<file path="config.mk">
export PLATFORM = sky130hd
export DESIGN_NAME = shift_load_ctrl
export DESIGN_NICKNAME = d
export VERILOG_FILES = /design/src/rtl/shift_load_ctrl.sv
export SDC_FILE = /design/constraint.sdc
export NUM_CORES = 1
export LEC_CHECK = 0
export BUFFER_PORTS_ARGS = -buffer_cell sky130_fd_sc_hd__buf_2
export CORE_AREA = 2 2 39 41
export DETAILED_ROUTE_END_ITERATION = 8
export DIE_AREA = 0 0 41 43
export PLACE_DENSITY_LB_ADDON = 0.3
export SLEW_MARGIN = 20
export SYNTH_ARGS = -nofsm -noshare
export SYNTH_HDL_FRONTEND = slang
export SYNTH_SLANG_ARGS = --single-unit
</file>
<file path="constraint.sdc">
create_clock -name clk -period 4.8 [get_ports clk]
set_input_delay 0.96 -clock clk [delete_from_list [all_inputs] [get_ports clk]]
set_output_delay 0.96 -clock clk [all_outputs]
set_load 0.05 [all_outputs]
</file>
<file path="src/rtl/shift_load_ctrl.sv">
// -----------------------------------------------------------------------------
// shift_load_ctrl
//
// Sequencer that feeds a serial-in/parallel-out register. It takes one
// parallel word over a valid/ready handshake, replays it one bit per cycle on
// serial_out with shift_en high, and then pulses done for one cycle. At that
// point the downstream register holds the whole word.
//
// Parameters
//   WIDTH      bits per frame, 2..32
//   MSB_FIRST  1: in_data[WIDTH-1] goes out first; 0: in_data[0] goes out first
//
// Ports
//   clk         rising-edge clock
//   reset       asynchronous, active-high reset
//   in_valid    producer has a word on in_data
//   in_ready    controller can accept a word (only while idle)
//   in_data     parallel word, sampled only on the handshake edge
//   serial_out  bit for the downstream serial_in
//   shift_en    serial_out is valid this cycle; the downstream register shifts
//   busy        a frame is in progress
//   done        one-cycle pulse when the frame is complete
//
// Every output is driven straight from a flop. No input reaches an output
// through combinational logic only.
//
// Optional feature
//   Define SHIFT_LOAD_CTRL_PARITY_EN to send one extra even-parity bit after
//   the data bits. The parity bit is the XOR of the captured word. The
//   downstream register then needs WIDTH+1 bits.
// -----------------------------------------------------------------------------
module shift_load_ctrl #(
  parameter int WIDTH     = 4,
  parameter bit MSB_FIRST = 1'b1
) (
  input  logic             clk,
  input  logic             reset,
  input  logic             in_valid,
  output logic             in_ready,
  input  logic [WIDTH-1:0] in_data,
  output logic             serial_out,
  output logic             shift_en,
  output logic             busy,
  output logic             done
);

  localparam int CNT_W = $clog2(WIDTH + 1);
  localparam logic [CNT_W-1:0] LAST_CNT = CNT_W'(WIDTH - 1);

  localparam logic [1:0] ST_IDLE  = 2'd0;
  localparam logic [1:0] ST_SHIFT = 2'd1;
`ifdef SHIFT_LOAD_CTRL_PARITY_EN
  localparam logic [1:0] ST_PAR   = 2'd2;
`endif
  localparam logic [1:0] ST_DONE  = 2'd3;

  logic [1:0]       state_q,      state_d;
  logic [CNT_W-1:0] cnt_q,        cnt_d;
  logic [WIDTH-1:0] hold_q,       hold_d;
  logic             in_ready_q,   in_ready_d;
  logic             serial_out_q, serial_out_d;
  logic             shift_en_q,   shift_en_d;
  logic             busy_q,       busy_d;
  logic             done_q,       done_d;

  // The hold register rotates rather than shifts in zeros. The bit that leaves
  // the outgoing end re-enters at the other end. This keeps every bit of the
  // register live. It also keeps the word's XOR unchanged, so the parity bit
  // can be taken from the hold register at the end of the frame.
  logic [WIDTH-1:0] hold_rot;

  // Returns the bit that goes out first from a word in the configured order.
  function automatic logic lead_bit(input logic [WIDTH-1:0] w);
    return MSB_FIRST ? w[WIDTH-1] : w[0];
  endfunction

  always_comb begin
    if (MSB_FIRST) hold_rot = {hold_q[WIDTH-2:0], hold_q[WIDTH-1]};
    else           hold_rot = {hold_q[0], hold_q[WIDTH-1:1]};
  end

  // Next-state and next-output logic. Each output flop is loaded with the
  // value it must show in the cycle after the coming edge. This is why the
  // first data bit is already prepared on the handshake edge.
  always_comb begin
    // NOTE: every signal gets a default here, before the case statement, so
    // that no path leaves a value unassigned and no latch is inferred.
    state_d      = state_q;
    cnt_d        = cnt_q;
    hold_d       = hold_q;
    in_ready_d   = 1'b0;
    serial_out_d = 1'b0;
    shift_en_d   = 1'b0;
    busy_d       = 1'b0;
    done_d       = 1'b0;

    case (state_q)
      ST_IDLE: begin
        in_ready_d = 1'b1;
        if (in_valid && in_ready_q) begin
          state_d      = ST_SHIFT;
          hold_d       = in_data;
          cnt_d        = '0;
          in_ready_d   = 1'b0;
          busy_d       = 1'b1;
          shift_en_d   = 1'b1;
          serial_out_d = lead_bit(in_data);
        end
      end

      ST_SHIFT: begin
        busy_d = 1'b1;
        if (cnt_q == LAST_CNT) begin
          // The last data bit is on the wire during this cycle.
`ifdef SHIFT_LOAD_CTRL_PARITY_EN
          state_d      = ST_PAR;
          shift_en_d   = 1'b1;
          serial_out_d = ^hold_q;
`else
          state_d      = ST_DONE;
          done_d       = 1'b1;
`endif
        end else begin
          hold_d       = hold_rot;
          cnt_d        = cnt_q + CNT_W'(1);
          shift_en_d   = 1'b1;
          serial_out_d = lead_bit(hold_rot);
        end
      end

`ifdef SHIFT_LOAD_CTRL_PARITY_EN
      ST_PAR: begin
        busy_d  = 1'b1;
        state_d = ST_DONE;
        done_d  = 1'b1;
      end
`endif

      ST_DONE: begin
        // One cycle with in_ready low. The next word is accepted only once the
        // controller is back in IDLE.
        state_d    = ST_IDLE;
        cnt_d      = '0;
        in_ready_d = 1'b1;
      end

      default: begin
        state_d    = ST_IDLE;
        cnt_d      = '0;
        in_ready_d = 1'b1;
      end
    endcase
  end

  // Reset aborts a frame at once and issues no done pulse. The downstream
  // register is not touched.
  always_ff @(posedge clk or posedge reset) begin
    if (reset) begin
      state_q      <= ST_IDLE;
      cnt_q        <= '0;
      hold_q       <= '0;
      in_ready_q   <= 1'b1;
      serial_out_q <= 1'b0;
      shift_en_q   <= 1'b0;
      busy_q       <= 1'b0;
      done_q       <= 1'b0;
    end else begin
      // NOTE: sequential state uses non-blocking assignments, so every flop
      // samples the pre-edge values no matter how the statements are ordered.
      state_q      <= state_d;
      cnt_q        <= cnt_d;
      hold_q       <= hold_d;
      in_ready_q   <= in_ready_d;
      serial_out_q <= serial_out_d;
      shift_en_q   <= shift_en_d;
      busy_q       <= busy_d;
      done_q       <= done_d;
    end
  end

  assign in_ready   = in_ready_q;
  assign serial_out = serial_out_q;
  assign shift_en   = shift_en_q;
  assign busy       = busy_q;
  assign done       = done_q;

endmodule

</file>
==> summary.md <==
| Metric | Value |
|---|---|
| TritonCTS clock tree | `built` |
| RSZ-0062 raised after global routing | `false` |
| Total gr overflow | `0` |
| Hold depth | `1` |
| Top post-synthesis cells by count | `13 x dfrtp_1, 8 x mux2_4, 6 x inv_1, 5 x nor2_1, 3 x ha_1` |
| H-Tree Depth | `1` |
| Clock Tree Root | `clkbuf_4` |
| Vias per cell | `5.00` |
| Initial core utilization | `49.5%` |
| YS warnings | `0` |
| Drt drc | `0` |
| Final setup fails | `0` |
| Sum Neg Setup Slack | `0 ps` |
| CP max stage delay | `570 ps` |
| Placed cells | `77` |
| Min-delay worst type | `register to register` |
| Crit-path slowest cell | `dfstp_2` |
| IO Pins | `12` |
| Iteration-0 DRC Markers | `4` |
| CP arrival | `1110 ps` |
| Finished Layout Cells | `81` |
| Wire per inst | `13.2 µm` |
| Hold buffer count at cts | `0` |
| Slew at the pin with the worst max-slew slack | `537 ps` |
| Mapped Cells | `51` |
| Total power | `615 µW` |
| Antenna Nets Post-Route | `0` |
| Post-synth top flop | `dfrtp_1` |
| Port Buf Inserts | `11` |
| Vias in the first global route | `396` |
| Slew Limit Fails | `0` |
| Mapped Area | `684 µm²` |
| Fill cell count | `130` |
| Clk buf depth | `2` |
| Antenna Cells | `0` |
| Register-to-register path setup slack | `3130 ps` |
| Register area | `352 µm²` |
| Critical Path Source Type | `register` |
| CP top delay family | `flip-flops` |
| Core area | `1380 µm²` |
| CP Cell Sequence | `buf_2` |
| Largest net degree at the start of global routing | `15` |
| Nets@finish | `76` |
| Tmin final | `2070 ps` |
| TritonCTS Sinks | `14` |
| Die area | `1760 µm²` |
| Path length in cells of the critical path | `1` |
| Max Cap Viol | `0` |
| Final wirelength | `1070 µm` |
| Gates resized, CTS repair | `0` |
| Detailed Place HPWL | `760 µm` |
| Async S/R FF share, synth | `100%` |
| Reg2reg path depth | `3` |
| Buf/Inv on CP | `1` |
| Antenna violations before repair | `0` |
| Final hold violations | `0` |
| Sequential share of the synthesized area | `51.4%` |
| PD cells | `794 nW/µm²` |
| GPL Wtd Cong | `0.705` |
| Clock transition at path regs | `80 ps` |
| GRT Resource Usage Total | `14.7%` |
| Critical path class | `register to primary output` |
| Clock Latency Late Sink | `280 ps` |
| Mapped Avg Cell Area | `13.4 µm²` |
| Post-synth EDFFs | `0` |
| Area Overhead vs Synth | `13.2%` |
| Setup repair bufs after CTS | `0` |
| Seq cells post-synth | `14` |
| TritonRoute pass-1 iters | `4` |
| Multi-input logic area | `299 µm²` |
| Die height | `43 µm` |
| Post-synth net total | `61` |
| Synth top area share | `47.5%` |
| Crit Path Max Fanout | `4` |
| FF-to-FF Start | `state_q[1]` |
| Max Freq | `0.483 GHz` |
| Layout cells sized above 1 | `41.5%` |
| Via count | `405` |
| First-pass GRT wire length | `1640 µm` |
| Max-slew headroom | `64.2%` |
| Status | `finished clean` |
| Worst path required time | `3840 ps` |
| Top-count cell post-synth | `dfrtp_1` |
| Worst setup margin | `2730 ps` |
| Worst setup EP type | `primary output` |
| Post-Place Setup Slack | `2840 ps` |
| Rows | `14` |
| Synth top area cells | `dfrtp_1 48%, mux2_4 18%, ha_1 5.5%` |
| Total CTS buffers | `3` |
| Lkg Pwr | `0.000396 µW` |
| Synth unique cells | `19` |
| Final Cycle Share | `43.1%` |
| Die Wd | `41 µm` |
| CP startpoint | `in_ready` |
| Max VDD drop | `343 µV` |
| Area leader, netlist | `dfrtp_1` |
| Clk_skew | `1.94 ps` |
| Hold Crit Start | `cnt_q[1]` |
## cell usage in the layout, fill, tap and decap left out, drive strengths merged
master,instances
a21o,1
a21oi,2
a311oi,1
a31oi,1
and4b,1
buf,11
clkbuf,4
dfrtp,13
dfstp,1
ha,3
inv,6
mux2,10
nand2,1
nand2b,1
nor2,5
nor2b,1
nor4b,1
o22ai,1
or2,1
## worst paths after layout
path,end
max in group asynchronous,in_ready
min in group asynchronous,shift_en
worst max register to register,hold_q[1]
worst min-delay path,cnt_q[1]
worst max-delay path,in_ready
worst min register to register,cnt_q[1]
## state kept, by name, summed over array words and instances (netlist names)
signal and count:
busy 1, shift_en 1, state_q 2, in_ready 1, hold_q 4, serial_out 1
cnt_q 3, done 1
## stage by stage
| step | hold slack, ps | utilization (%) | cell area, µm² |
|---|---|---|---|
| after CTS | 497 | 56.0 | 774 |
| after floorplan | 454 | - | 684 |
| after global routing | 500 | 56.0 | 774 |
| after detailed placement | 477 | 54.1 | 748 |
| final | 495 | 56.0 | 774 |
| after global placement | 469 | 54.1 | 748 |
## report_power, final
| part | internal (µW) | switching (µW) | total [µW] |
|---|---|---|---|
| sequential | 176 | 33.8 | 210 |
| clock | 32.2 | 37.8 | 70.0 |
| combinational | 163 | 172 | 335 |
| total | 371 | 243 | 615 |
## metal layers
metal	part of all wire, %	global-route usage, %
met5	0	0
met2	45	19.7
met1	50	18.2
met4	1.1	14.0
met3	4.1	3.14
## layout make-up
cell class / count / share of cell area (%)
Clock buffer: 4 / 3.39
Multi-Input combinational cell: 30 / 38.6
Inverter: 6 / 2.91
Timing Repair Buffer: 11 / 7.11
Sequential cell: 14 / 45.4
Tap cell: 16 / 2.58
## logic make-up (layout without fill, tap and decap cells)
group,Yosys count,after routing,share of synthesized area [%]
flops,14,14,51.4
simple gates,11,11,8.78
mux,10,10,20.8
buf+inv,7,21,4.94
compound gates,6,6,8.59
fa+ha+maj,3,3,5.49
Note: power is estimated with default switching activity, not from simulation.
